`src/rtl/exec_pkg.sv`:
```
// Shared opcodes, FSM state type and width helpers
// for the execute stage and its multiplier.
package exec_pkg;

    localparam logic [2:0] OP_ADD = 3'b000;
    localparam logic [2:0] OP_SUB = 3'b001;
    localparam logic [2:0] OP_AND = 3'b010;
    localparam logic [2:0] OP_OR  = 3'b011;
    localparam logic [2:0] OP_SLT = 3'b100;
    localparam logic [2:0] OP_SLL = 3'b101;
    localparam logic [2:0] OP_MUL = 3'b110;
    localparam logic [2:0] OP_RSV = 3'b111;

    typedef enum logic {
        S_IDLE,
        S_BUSY
    } state_t;

    localparam int WORD_W_DEF = 32;
    localparam int SHAMT_W    = $clog2(WORD_W_DEF);

    function automatic int shamt_w(input int w);
        return $clog2(w);
    endfunction

endpackage

```
`src/rtl/exec_unit_seq_mul.sv`:
```
// Iterative unsigned shift-add multiplier, one bit per cycle.
// o_prod is the next-state product, complete while o_done is high.
module seq_mul #(
    parameter int WORD_W = 32
) (
    input  logic                  i_clk,
    input  logic                  i_rst_n,
    input  logic                  i_start,
    input  logic [WORD_W-1:0]     i_a,
    input  logic [WORD_W-1:0]     i_b,
    output logic                  o_done,
    output logic [2*WORD_W-1:0]   o_prod
);

    localparam int CNT_W = $clog2(WORD_W) + 1;

    logic [2*WORD_W-1:0] prod_q;
    logic [WORD_W-1:0]   mcand_q;
    logic [CNT_W-1:0]    cnt_q;
    logic                busy_q;
    logic [WORD_W:0]     sum;
    logic [2*WORD_W-1:0] prod_nxt;

    // Multiplier sits in the low half and shifts out as the
    // partial product grows into the high half.
    always_comb begin
        sum = {1'b0, prod_q[2*WORD_W-1:WORD_W]};
        if (prod_q[0]) begin
            sum = sum + {1'b0, mcand_q};
        end
        prod_nxt = {sum, prod_q[WORD_W-1:1]};
    end

    assign o_done = busy_q && (cnt_q == CNT_W'(WORD_W - 1));
    assign o_prod = prod_nxt;

    always_ff @(posedge i_clk or negedge i_rst_n) begin
        if (!i_rst_n) begin
            prod_q  <= '0;
            mcand_q <= '0;
            cnt_q   <= '0;
            busy_q  <= 1'b0;
        end else if (i_start && !busy_q) begin
            prod_q  <= {{WORD_W{1'b0}}, i_b};
            mcand_q <= i_a;
            cnt_q   <= '0;
            busy_q  <= 1'b1;
        end else if (busy_q) begin
            prod_q <= prod_nxt;
            cnt_q  <= cnt_q + 1'b1;
            if (o_done) begin
                busy_q <= 1'b0;
            end
        end
    end

endmodule

```
`src/rtl/exec_unit.sv`:
```
// Execute stage: single-cycle ALU, iterative MUL and registered
// write-back port, with valid/ready stall while a MUL is running.
module exec_unit
    import exec_pkg::*;
#(
    parameter int WORD_W = 32,
    parameter int ADDR_B = 5
) (
    input  logic              i_clk,
    input  logic              i_rst_n,
    input  logic              i_valid,
    output logic              o_ready,
    input  logic [2:0]        i_op,
    input  logic [WORD_W-1:0] i_rs1_data,
    input  logic [WORD_W-1:0] i_rs2_data,
    input  logic [ADDR_B-1:0] i_rd_addr,
    output logic              o_wen,
    output logic [ADDR_B-1:0] o_write_addr,
    output logic [WORD_W-1:0] o_write_data,
    output logic              o_overflow,
    output logic              o_illegal
);

    localparam int SHW = shamt_w(WORD_W);
    localparam int MSB = WORD_W - 1;

    state_t              state;
    logic [ADDR_B-1:0]   mul_rd_q;
    logic                mul_start;
    logic                mul_done;
    logic [2*WORD_W-1:0] mul_prod;
    logic [WORD_W-1:0]   sum;
    logic [WORD_W-1:0]   diff;
    logic [WORD_W-1:0]   alu_res;
    logic                alu_ovf;

    assign sum  = i_rs1_data + i_rs2_data;
    assign diff = i_rs1_data - i_rs2_data;

    always_comb begin
        alu_res = '0;
        alu_ovf = 1'b0;
        unique case (i_op)
            OP_ADD: begin
                alu_res = sum;
                alu_ovf = (i_rs1_data[MSB] == i_rs2_data[MSB])
                        && (sum[MSB] != i_rs1_data[MSB]);
            end
            OP_SUB: begin
                alu_res = diff;
                alu_ovf = (i_rs1_data[MSB] != i_rs2_data[MSB])
                        && (diff[MSB] != i_rs1_data[MSB]);
            end
            OP_AND: alu_res = i_rs1_data & i_rs2_data;
            OP_OR:  alu_res = i_rs1_data | i_rs2_data;
            OP_SLT: alu_res = WORD_W'($signed(i_rs1_data)
                                    < $signed(i_rs2_data));
            OP_SLL: alu_res = i_rs1_data << i_rs2_data[SHW-1:0];
            default: begin
                alu_res = '0;
                alu_ovf = 1'b0;
            end
        endcase
    end

    assign mul_start = i_valid && (state == S_IDLE) && (i_op == OP_MUL);

    seq_mul #(
        .WORD_W (WORD_W)
    ) u_mul (
        .i_clk   (i_clk),
        .i_rst_n (i_rst_n),
        .i_start (mul_start),
        .i_a     (i_rs1_data),
        .i_b     (i_rs2_data),
        .o_done  (mul_done),
        .o_prod  (mul_prod)
    );

    always_ff @(posedge i_clk or negedge i_rst_n) begin
        if (!i_rst_n) begin
            state        <= S_IDLE;
            o_ready      <= 1'b1;
            mul_rd_q     <= '0;
            o_wen        <= 1'b0;
            o_write_addr <= '0;
            o_write_data <= '0;
            o_overflow   <= 1'b0;
            o_illegal    <= 1'b0;
        end else begin
            o_wen     <= 1'b0;
            o_illegal <= 1'b0;
            unique case (state)
                S_IDLE: begin
                    if (i_valid) begin
                        if (i_op == OP_MUL) begin
                            state    <= S_BUSY;
                            o_ready  <= 1'b0;
                            mul_rd_q <= i_rd_addr;
                        end else if (i_op == OP_RSV) begin
                            o_illegal <= 1'b1;
                        end else begin
                            o_wen        <= (i_rd_addr != '0);
                            o_write_addr <= i_rd_addr;
                            o_write_data <= alu_res;
                            o_overflow   <= alu_ovf;
                        end
                    end
                end
                S_BUSY: begin
                    if (mul_done) begin
                        state        <= S_IDLE;
                        o_ready      <= 1'b1;
                        o_wen        <= (mul_rd_q != '0);
                        o_write_addr <= mul_rd_q;
                        o_write_data <= mul_prod[WORD_W-1:0];
                        o_overflow   <= |mul_prod[2*WORD_W-1:WORD_W];
                    end
                end
                default: state <= S_IDLE;
            endcase
        end
    end

endmodule

```
`config.mk`:
```
export PLATFORM = sky130hd
export DESIGN_NAME = exec_unit
export DESIGN_NICKNAME = d
export VERILOG_FILES = /design/src/rtl/exec_pkg.sv /design/src/rtl/exec_unit_seq_mul.sv /design/src/rtl/exec_unit.sv
export SDC_FILE = /design/constraint.sdc
export NUM_CORES = 1
export LEC_CHECK = 0
export BUFFER_PORTS_ARGS = -buffer_cell sky130_fd_sc_hd__buf_2
export CORE_MARGIN = 4
export CORE_UTILIZATION = 30
export DETAILED_ROUTE_END_ITERATION = 10
export PLACE_DENSITY_LB_ADDON = 0.25
export SETUP_SLACK_MARGIN = 0.02
export SLEW_MARGIN = 20
export SYNTH_ARGS = -nofsm -noshare
export SYNTH_HDL_FRONTEND = slang
export SYNTH_SLANG_ARGS = --single-unit
```
`constraint.sdc`:
```
create_clock -name i_clk -period 5.5 [get_ports i_clk]
set_clock_uncertainty 0.05 [all_clocks]
set_input_delay 0.275 -clock i_clk [delete_from_list [all_inputs] [get_ports i_clk]]
set_output_delay 0.275 -clock i_clk [all_outputs]
set_load 0.05 [all_outputs]
```
# --- Word-level counts from Yosys, hierarchy flattened ---
# Index checks and enable logic that the tools add are counted.
word_totals:
  inputBits: 75
  ff_bits: 150
classes:
  n_eq_ne: 17
  add_sub_neg: 4
  n_reduce_logical: 15
  n_mux: 41
  magnitude_cmp: 1
  bitwise_logic: 3
  shift: 1
ops:
  columns: ["cell", "n"]
  rows:
  - ["$pmux 32 s6", 1]
  - ["$mux 32", 4]
  - ["$mux 64", 2]
  - ["$pmux 32 s2", 1]
  - ["$add 32x32->33", 1]
  - ["$mux 33", 1]
  - ["$add 32x32->32", 1]
  - ["$and 32x32->32", 1]
  - ["$lt 32x32->1", 1]
  - ["$or 32x32->32", 1]
  - ["$reduce_or 32->1", 1]
  - ["$shl 32x5->32", 1]
  - ["$sub 32x32->32", 1]
  - ["$mux 1", 20]
  - ["$mux 5", 4]
  - ["$eq 3x3->1 const B", 4]
  - ["$mux 6", 2]
  - ["$pmux 1 s2", 5]
  - ["$pmux 5 s2", 1]
  - ["$reduce_bool 5->1", 2]
  - ["$add 6x1->6 const B", 1]
  - ["$eq 3x2->1 const B", 2]
  - ["$eq 6x5->1 const B", 1]
  - ["$logic_and 1x1->1", 6]
  - ["11 further kinds", 17]

# --- Longest topological paths before layout ---
# Gate-level depths: netlist (run 1).
logic_depth:
  ltp_word: 8
  ltp_mapped: 14
  depth_no_buf: 14

# --- Modules after synthesis ---
# A second synthesis (run 1) with hierarchy kept.
hier_totals:
  hier_cells: 1896
  area_unflattened_um2: 15302.2
modules_own_cells:
  columns: ["mod", "instances", "area_each_um2", "seq_area_each_um2", "cells_per_inst"]
  rows:
  - ["exec_unit", 1, 8737.1, 1177.4, 1205]
  - ["seq_mul", 1, 6565.0, 2577.5, 691]

# --- Worst setup path before layout (run 1) ---
# Ideal clock, no wire load.
synth_timing:
  path_type: "register -> register"
  startpoint: "reg u_mul.prod_q[32]"
  endpoint: "reg o_overflow"
  period_less_slack_ns: 3.703
  setup_time_ns: 0.124
  setup_slack_ns: 1.797
  t_arrival_ns: 3.529
  path_stages_with_launch: 13
  path_cell_list: "dfrtp_1 > ha_1 > fa_1 > a211oi_2 > o21ai_1 > nand3_1 > a21oi_1 > or3_1 > a311oi_1 > nand4b_1 > or4_1 > or4_1 > o31a_1"
synth_via:
  elab_chain_cells: 5
synth_lines:
  columns: ["element", "line", "rtl"]
  rows:
  - ["from (decl)", "exec_unit_seq_mul.sv:17", "logic [2*WORD_W-1:0] prod_q;"]
  - ["from (signal assigned)", "exec_unit_seq_mul.sv:44", "prod_q <= {{WORD_W{1'b0}}, i_b};"]
  - ["from (signal assigned)", "exec_unit_seq_mul.sv:49", "prod_q <= prod_nxt;"]
  - ["$add 32x32->33", "exec_unit_seq_mul.sv:29", "sum = sum + {1'b0, mcand_q};"]
  - ["$mux 33", "exec_unit_seq_mul.sv:28", "if (prod_q[0]) begin"]
  - ["$reduce_or 32->1", "exec_unit.sv:117", "o_overflow <= |mul_prod[2*WORD_W-1:WORD_W];"]
  - ["$mux 1", "exec_unit.sv:111", "if (mul_done) begin"]
  - ["$pmux 1 s2", "exec_unit.sv:93", "unique case (state)"]
  - ["to (signal assigned)", "exec_unit.sv:106", "o_overflow <= alu_ovf;"]
  - ["to (signal assigned)", "exec_unit.sv:117", null]
  - ["to (decl)", "exec_unit.sv:20", "output logic o_overflow,"]
# Every way passes these cells. The select of a mux whose other input is x is not followed.
# A chain may end at the register's enable or synchronous reset.

# --- Final worst setup path (run 1) ---
# Same ends and word-level chain as after synthesis.

==> results.cfg, run 1 <==
[timing]
setup_violations = 0
slew_headroom_pct = 23.23
finalHoldViolCount = 0
rsz0062_at_grt = no
min_period_over_period_pct = 78.71
finalSetupTns_ns = 0
worst_pin_slew_ns = 1.120
slew_violations = 0
fin_crit_ns = 4.329
fmax_mhz = 231.0

[power_and_ir_drop]
ir_drop_mv = 0.2438
power_density_mw_per_mm2 = 190.3
total_power_uw = 3176
power_leakage_uw = 0.007594

[cts]
numCtsBuffers = 17
post_cts_buffers = 0
hold_buffers = 6
root_buffer = clkbuf_16
cts_resized = 0
clkSlewWorstSetupHoldPaths_ns = 0.07
cts.sinks = 150
cts_tree = yes
clockBufferDepth = 2
htreeDepth = 4
worst_skew_pair.late_latency_ns = 0.49

[grt]
grt_max_degree = 76
overflow = 0
antenna_found_initial = 2
grt_util_all_layers_pct = 21.94
grt_pass1_vias = 14394
grt_first_pass_wirelength_um = 90130

[logic_synthesis]
synth.net_count = 2113
yosysSeqAreaShare_pct = 25.22
synth_cell_types = 82
async_reset_ff_share_pct = 100.0
synth_top_area_share_pct = 25.05
yosysMostFrequentCell = nand2_1
yosys_most_used_dff = dfrtp_1
syn-cell-area_mm2 = 0.01489
synth_common_cells = nand2_1 (225), a21oi_1 (198), nor2_1 (164)
ys_ff_latch = 150
ys_warn_count = 0
syn_inst = 1895
synth_edf_count = 0
synth_top_cell_by_area = dfrtp_1
synthTopCellsByArea = dfrtp_1 (25%), ha_1 (12%), a21oi_1 (6.7%)
syn_area_per_cell_um2 = 7.855

[outcome]
outcome = finished clean

[route]
viasPerCell = 5.653
post-route-drc-count = 0
wl_um = 59060
routed-via-count = 14827
final_antenna_net_count = 0
drt_first_pass_iters = 5
wire_per_inst_um = 22.52
drtIter0Drc = 1111

[finish]
fill_cells = 5211
multi_input_area_mm2 = 0.01023
stdcell_count = 2623
drive_gt1_share_pct = 13.85
seqCellArea_mm2 = 0.003757
fin_nets = 2163
area_growth_pct = 12.15
post-route-util_pct = 34.11

[setup_path]
cp_top_family = simple AND/OR/NAND/NOR gates
crit_top_cell = or4_1
crit_buf_inv = 0
end_kind = flop
max_stage_delay_ns = 0.55
cp.required_ns = 5.82
startpoint_type = flop
crit_path_max_fanout = 5
worstPathArrival_ns = 4.65
worstSetupPathType = reg2reg
path_cells = ha_1 -> fa_1 -> a211oi_2 -> o21ai_1 -> nand3_1 -> a21oi_1 -> or3_1 -> a311oi_1 -> nand4b_1 -> or4_1 -> or4_1 -> o31a_1
critPathSlowestCell = or4_1
ff2ff_setup_slack_ns = 1.17

[floorplan]
core-area_mm2 = 0.04895
fp-row-count = 81
die_area_mm2 = 0.05325
die_h_um = 230.8
ios = 116
initial_core_util_pct = 30.41
die_x_um = 230.8

[placement]
placedCellCount = 2584
io_buffer_count = 115
dp_hpwl_um = 44540
place_congestion = 0.9560

[hold_path]
hold_class = in2reg

[job]
drv_cap = 0
[cell families after synthesis]
kind of cell	count (synthesis)	synth area share (%)
AOI/OAI and AO/OA	635	26.77
and+or+nand+nor	599	18.33
buffers and inverters	233	6.220
DFF	150	25.22
adders and majority gates	143	12.17
muxes	100	9.221
xor gates and xnor gates	35	2.059
[layout make-up]
cell class / count / area share, %
antenna: 2 / 0.02998
clock buffer: 17 / 2.548
clock inverter: 14 / 0.9893
inverter: 116 / 2.608
multi-input combinational: 1512 / 61.28
sequential: 150 / 22.51
tap: 664 / 4.976
timing repair buffer: 148 / 5.059
[through the flow]
step	hold WS [ns]	worst slack [ns]	cell area [µm²]
floorplan	-0.07059	1.797	14890
global placement	0.3107	1.235	16040
detailed placement	0.3131	1.182	16040
CTS	0.05116	1.200	16690
global route	0.08210	1.006	16690
finish	0.09282	1.171	16690
[report_power, final]
| part | leakage, µW | internal (µW) | switching (µW) |
|---|---|---|---|
| logic | 0.00567 | 263 | 547 |
| registers | 0.00164 | 1120 | 8.81 |
| clock network | 0.000277 | 676 | 562 |
[worst register-to-register path, cell delays in order (launching register included)]
cell and delay [ns]:
dfrtp_1 0.40, ha_1 0.24, fa_1 0.44, a211oi_2 0.41
o21ai_1 0.15, nand3_1 0.10, a21oi_1 0.16, or3_1 0.37
a311oi_1 0.43, nand4b_1 0.15, or4_1 0.55, or4_1 0.51
o31a_1 0.25
[cell usage in the layout (no fill, tap or decap), drive strengths merged, types with 30 or more instances in the layout]
cell,n
a211oi,34
a21o,30
a21oi,198
buf,142
dfrtp,149
ha,140
inv,123
mux2,37
mux2i,37
nand2,225
nand3,48
nor2,164
nor3,37
o21ai,168
[worst paths after layout]
kind / end / startpoint / cells past startpoint
worst min register to register: o_ready / o_ready / 2
min in group asynchronous: u_mul.prod_q[8] / i_rst_n / 2
worst min-delay path: u_mul.mcand_q[30] / i_rs1_data[30] / 2
max in group asynchronous: u_mul.prod_q[0] / i_rst_n / 3
worst max register to register: o_overflow / u_mul.prod_q[32] / 12
worst max-delay path: o_overflow / u_mul.prod_q[32] / 12
[registers in the layout, summed over array words and instances, names as in the netlist]
signal         cells
u_mul.cnt_q        6
o_write_addr       5
o_write_data      32
o_ready            1
u_mul.mcand_q     32
o_illegal          1
o_overflow         1
o_wen              1
mul_rd_q           5
u_mul.prod_q      64
u_mul.busy_q       1
state              1
[metal layers]
| metal | GRT usage, % | up-vias | part of all wire, % |
|---|---|---|---|
| li1 | - | 7000 | - |
| met1 | 29.42 | 7231 | 45 |
| met2 | 35.75 | 509 | 47 |
| met3 | 3.455 | 87 | 5.5 |
| met4 | 8.250 | 0 | 3.1 |
| met5 | 0 | - | 0 |
No activity file was read; power rests on OpenSTA's default activity.
==> inputs of run 2 (changes only) <==
- ABC_AREA: default -> 1
- clock period: 5.5 -> 3.81 ns (I/O delays scaled with it)
==> run 2 against run 1 <==
Via count rose by 18%. Flip-flop and latch count did not move. Register-to-register slack got worse by 0.42 ns. Die area rose by 5.9%. Sequential share of layout area fell by 1.3 points. Clock power rose by 47%. Critical path depth rose by 6. Largest cell class unchanged.
==> results.cfg, run 2 <==
[outcome]
outcome = finished clean

[cts]
clkSlewWorstSetupHoldPaths_ns = 0.07
cts_tree = yes
htreeDepth = 4
numCtsBuffers = 17
root_buffer = clkbuf_16
cts.sinks = 150
clockBufferDepth = 2
worst_skew_pair.late_latency_ns = 0.45
post_cts_buffers = 0

[logic_synthesis]
syn-cell-area_mm2 = 0.01579
yosys_most_used_dff = dfrtp_1
synth_common_cells = nand2_1 (720), inv_1 (323), nor2_1 (256)
synth_top_area_share_pct = 23.61
synth_top_cell_by_area = dfrtp_1
yosysMostFrequentCell = nand2_1
synthTopCellsByArea = dfrtp_1 (24%), nand2_1 (17%), ha_1 (11%)
ys_warn_count = 0
yosysSeqAreaShare_pct = 23.78
syn_inst = 2549
syn_area_per_cell_um2 = 6.196
synth_cell_types = 55
synth_edf_count = 0
synth.net_count = 2767
async_reset_ff_share_pct = 100.0
ys_ff_latch = 150

[job]
drv_cap = 0

[grt]
overflow = 0
grt_util_all_layers_pct = 24.30
antenna_found_initial = 0
grt_first_pass_wirelength_um = 105500
grt_max_degree = 87
grt_pass1_vias = 17266

[placement]
io_buffer_count = 115
dp_hpwl_um = 56440
place_ws_ns = 0.5798
place_congestion = 1.003

[setup_path]
worstPathArrival_ns = 3.34
crit_path_max_fanout = 4
startpoint_type = flop
worstSetupPathType = reg2reg
timing.rr.start = u_mul.mcand_q[0]
worstReg2RegEnd = o_overflow
ff2ff_setup_slack_ns = 0.76
crit_top_cell = nand2_1
reg2reg_depth = 18
max_stage_delay_ns = 0.48
cp.required_ns = 4.09
critPathSlowestCell = fa_1
path_cells = ha_1 -> fa_1 -> nand2_1 -> nand2_1 -> nand3_1 -> nand2_1 -> nand2_1 -> nand3_1 -> nand2_1 -> nand3_1 -> nor2_1 -> nand3_1 -> nor2_1 -> nand3_1 -> nor2_1 -> nand3_1 -> nand2_1 -> nand2_1
end_kind = flop

[route]
viasPerCell = 5.279
post-route-drc-count = 0
routed-via-count = 17525
wl_um = 69910
final_antenna_net_count = 0
drt_first_pass_iters = 6
drtIter0Drc = 1595
wire_per_inst_um = 21.06

[timing]
slew_violations = 0
worst_pin_slew_ns = 0.8539
finalHoldViolCount = 0
fin_hold_ws_ns = 0.04642
final.setup.worst_slack_ns = 0.7556
finalSetupTns_ns = 0
min_period_over_period_pct = 80.17
fin_crit_ns = 3.054
rsz0062_at_grt = no
fmax_mhz = 327.4
slew_headroom_pct = 43.07
setup_violations = 0

[power_and_ir_drop]
total_power_uw = 4617
pwr-share-comb_pct = 26.0
power_density_mw_per_mm2 = 260.6
power_leakage_uw = 0.009194
power.share.clock_pct = 39.5
p_switching_uw = 1697
ir_drop_mv = 0.2393
p_sw_share_pct = 36.76
pwr-share-seq_pct = 34.5
p_int_uw = 2920

[hold_path]
worstHoldStart = i_valid
hold_end = o_illegal
whs_path_depth = 3
hold_class = in2reg

[finish]
multi_input_area_mm2 = 0.01029
final_common_cell = nand2_1
antennaDiodeCount = 0
fill_cells = 5793
regMostFlops = u_mul.prod_q
reg.largest.list = u_mul.prod_q: 64 flops, o_write_data: 32 flops, u_mul.mcand_q: 32 flops
fin_nets = 2845
layout_common_cells = nand2_1 (719), inv_1 (323), nor2_1 (254), o21ai_0 (234), a21oi_1 (222)
area_growth_pct = 12.17
largest_reg_flops = 64
seqCellArea_mm2 = 0.003755
post-route-util_pct = 34.25
drive_gt1_share_pct = 8.598

[floorplan]
die_x_um = 237.4
die_area_mm2 = 0.05638
core-area_mm2 = 0.05172
die_h_um = 237.4
initial_core_util_pct = 30.54
fp-row-count = 83
ios = 116
[run 2: cell count changes after synthesis, moves of 23 or more]
cell	delta
a211oi_1	-30
a21oi_1	+24
clkbuf_1	-47
inv_1	+208
mux2_2	-37
mux2i_1	-28
mux4_2	-26
nand2_1	+495
nand3_1	+110
nor2_1	+92
o21ai_0	+71
xnor2_1	-23
[run 2: logic make-up (layout without fill, tap and decap cells)]
logic type               Yosys count  after routing  synth area share (%)
AO/OA/AOI/OAI                    585            585                 20.63
XOR/XNOR                           9              9                0.4992
adder cells (fa/ha/maj)          143            143                 11.47
buffers and inverters            431            522                 11.17
flip-flops                       150            150                 23.78
multiplexers                       9              9                0.5705
AND/OR/NAND/NOR                 1222           1222                 31.88
[run 2: power groups by stage]
stage	combinational, µW	clock (µW)	sequential [µW]
floorplan	700	0	1620
global placement	1160	0	1620
detailed placement	1160	0	1620
CTS	1170	1870	1590
global route	1310	1920	1590
finish	1200	1820	1590
[run 2: metal layers]
layer  routed length [µm]  GRT usage [%]  vias up  part of all wire [%]
met5                    0              0        -                     0
met4                 2254          8.209        0                   3.2
met3                 4473          3.968      104                   6.4
met2                32230          40.02      649                    46
met1                30950          32.49     8269                    44
li1                     -              -     8503                     -
[run 2: cell type report]
cell class / instances / area share (%)
multi-input combinational: 1968 / 58.07
sequential: 150 / 21.20
inverter: 330 / 6.993
timing repair buffer: 160 / 5.516
tap: 680 / 4.803
clock buffer: 17 / 2.401
clock inverter: 15 / 1.024
[run 2: repair_timing]
action / in CTS / in global routing
endpoints found under the setup margin: 0 / 0
hold buffers: 13 / 0
hold endpoints to repair: 100 / 0
gates resized for setup: 0 / 0
[run 2: through the flow]
| stage | cell area (µm²) | cells |
|---|---|---|
| after floorplan | 15790 | 2549 |
| after global placement | 16980 | 3275 |
| after detailed placement | 16980 | 3275 |
| after CTS | 17710 | 3320 |
| after global routing | 17710 | 3320 |
| final | 17710 | 3320 |
[run 2: worst max-delay path by stage]
stage	to	startpoint	depth (start not counted)	slack [ns]
2_1_floorplan	o_write_data[29]	i_rs2_data[2]	19	1.38
3_3_place_gp	o_write_data[16]	i_rs2_data[1]	16	0.59
3_5_place_dp	o_write_data[16]	i_rs2_data[1]	16	0.58
4_1_cts	o_overflow	u_mul.prod_q[32]	18	0.71
5_1_grt	o_overflow	u_mul.prod_q[32]	18	0.48
6_report	o_overflow	u_mul.mcand_q[0]	18	0.76
[run 2: worst max-delay path, delay by kind of cell (launching register included)]
kind / cells / cell delay (ns)
and+or+nand+nor: 16 / 1.76
adders and majority gates: 2 / 0.78
DFF: 1 / 0.39
==> inputs of run 3 (changes only) <==
- clock period: 3.81 -> 2.85 ns (I/O delays scaled with it)
==> run 3 against run 2 <==
Total power grew 38%. Clock power grew 32%. Final area grew 6.7%. Cell count grew 4.2%. Flip-flop and latch count is the same.
==> results.cfg, run 3 (synthesis gave the netlist of run 2 again) <==
[timing]
finalHoldViolCount = 0
min_period_over_period_pct = 95.96
setup_violations = 0
worst_pin_slew_ns = 0.8372
fmax_mhz = 365.7
slew_headroom_pct = 44.19
fin_crit_ns = 2.735
rsz0062_at_grt = yes
slew_violations = 0
fin_hold_ws_ns = 0.02225

[grt]
grt_first_pass_wirelength_um = 105100
grt_pass1_vias = 17467
antenna_found_initial = 1
grt_util_all_layers_pct = 24.34
overflow = 0
grt_max_degree = 84

[finish]
area_growth_pct = 19.72
post-route-util_pct = 36.56
final_common_cell = nand2_1
multi_input_area_mm2 = 0.01037
layout_common_cells = nand2_1 (719), inv_1 (323), nor2_1 (248), o21ai_0 (231), a21oi_1 (218)
fin_nets = 2985
fill_cells = 5723
reg.largest.list = u_mul.prod_q: 64 flops, o_write_data: 32 flops, u_mul.mcand_q: 32 flops
largest_reg_flops = 64
final_cell_area_mm2 = 0.01891
drive_gt1_share_pct = 13.71
regMostFlops = u_mul.prod_q
antennaDiodeCount = 0
seqCellArea_mm2 = 0.003756

[floorplan]
die_x_um = 237.4
ios = 116
core-area_mm2 = 0.05172
die_h_um = 237.4
initial_core_util_pct = 30.54
fp-row-count = 83
die_area_mm2 = 0.05638

[cts]
worst_skew_pair.late_latency_ns = 0.44
htreeDepth = 4
clockBufferDepth = 2
clkSlewWorstSetupHoldPaths_ns = 0.07
root_buffer = clkbuf_16
cts_tree = yes
numCtsBuffers = 17
cts.sinks = 150

[route]
wire_per_inst_um = 20.49
drt_first_pass_iters = 6
viasPerCell = 5.206
wl_um = 70900
post-route-drc-count = 0
drtIter0Drc = 1558
final_antenna_net_count = 0
routed-via-count = 18012

[setup_path]
max_stage_delay_ns = 0.52
timing.rr.start = u_mul.mcand_q[21]
endpoint = o_write_data[27]
ff2ff_setup_slack_ns = 0.16
reg2reg_depth = 16
crit_path_max_fanout = 7
worstReg2RegEnd = o_overflow
startpoint_type = input pin
cp.required_ns = 3.18
cp_num_cells = 18
worstSetupPathType = in2reg
cp_top_family = buffers and inverters
cp-startpoint = i_rs2_data[16]
crit_buf_inv = 6
crit_top_cell = nand2_1
path_cells = dlygate4sd3_1 -> buf_2 -> inv_1 -> ha_1 -> buf_4 -> nor2_1 -> nand2_1 -> inv_1 -> a21oi_2 -> nand3_2 -> buf_4 -> nand2_1 -> nand2_1 -> a21oi_1 -> o21ai_1 -> nand3_1 -> nand2_1 -> a21oi_1
critPathSlowestCell = dlygate4sd3_1
end_kind = flop
worstPathArrival_ns = 3.06

[placement]
dp_hpwl_um = 58360
io_buffer_count = 115
place_congestion = 1.010
placed_area_mm2 = 0.01804

[outcome]
outcome = finished clean

[power_and_ir_drop]
ir_drop_mv = 0.3788
power_leakage_uw = 0.009869
power_density_mw_per_mm2 = 337.7

[hold_path]
hold_class = in2reg

[job]
drv_cap = 0
[run 3: cell types whose count changed in the layout (fill, tap and decap cells not counted), moves of 3 or more]
cell,previous run,this run
ha_1,140,135
a21oi_2,6,10
o21ai_1,17,20
buf_12,2,5
a21oi_1,222,218
inv_8,5,1
nor2_1,254,248
ha_4,0,3
nor2_2,4,10
dlygate4sd3_1,13,16
buf_4,30,164
o21ai_0,234,231
[run 3: final cells by class]
cell class                      count  share of cell area, %
Multi-Input combinational cell   1968                  54.86
Clock buffer                       20                  2.363
Timing Repair Buffer              300                  10.97
Clock inverter                     12                 0.8934
Sequential cell                   150                  19.87
Inverter                          330                  6.552
Tap cell                          680                  4.500
[run 3: worst min path at each step]
stage	cells past startpoint	slack (ns)	start	to
4_1_cts	3	0.003	i_rs1_data[2]	u_mul.mcand_q[2]
3_3_place_gp	1	0.22	i_rst_n	u_mul.prod_q[60]
3_5_place_dp	1	0.22	i_rst_n	u_mul.prod_q[60]
2_1_floorplan	0	-0.20	i_rst_n	mul_rd_q[0]
6_report	3	0.02	i_rs1_data[2]	u_mul.mcand_q[2]
5_1_grt	3	0.01	i_rs1_data[2]	u_mul.mcand_q[2]
[run 3: through the flow]
step             TNS, ns  instances  power, µW  setup slack [ns]
2_1_floorplan          0       2549       3105            0.4694
3_3_place_gp    -0.04794       3412       3953          -0.03553
3_5_place_dp   -0.007633       3412       3947         -0.007633
4_1_cts                0       3460       6387           0.02532
5_1_grt         -0.03173       3460       6665          -0.03173
6_report               0       3460       6385            0.1152
[run 3: worst reg2reg max path, delay by kind of cell, from the launching register on]
family / cells / cell delay, ns
flip-flops: 1 / 0.42
buffers and inverters: 1 / 0.11
adder cells (fa/ha/maj): 1 / 0.38
AND/OR/NAND/NOR: 14 / 1.63
[run 3: layer usage]
| layer | part of all wire, % | wire length, µm | global-route usage, % | vias to the layer above |
|---|---|---|---|---|
| met5 | 0.0099 | 7 | 0 | - |
| li1 | - | - | - | 8777 |
| met4 | 3.9 | 2777 | 9.377 | 2 |
| met3 | 5.9 | 4181 | 2.947 | 104 |
| met2 | 46 | 32540 | 39.85 | 621 |
| met1 | 44 | 31390 | 32.92 | 8508 |
[run 3: report_power, final]
| part | internal [µW] | switching [µW] |
|---|---|---|
| clock network | 1420 | 989 |
| logic | 616 | 1230 |
| registers | 2130 | 0 |
| total | 4160 | 2220 |
[run 3: timing repair]
item / 4_1_cts / 5_1_grt
buffers inserted: 0 / 0
hold endpoints to repair: 98 / 0
hold buffers: 16 / 0
setup endpoints to repair: 0 / 8
resized for setup: 0 / 23
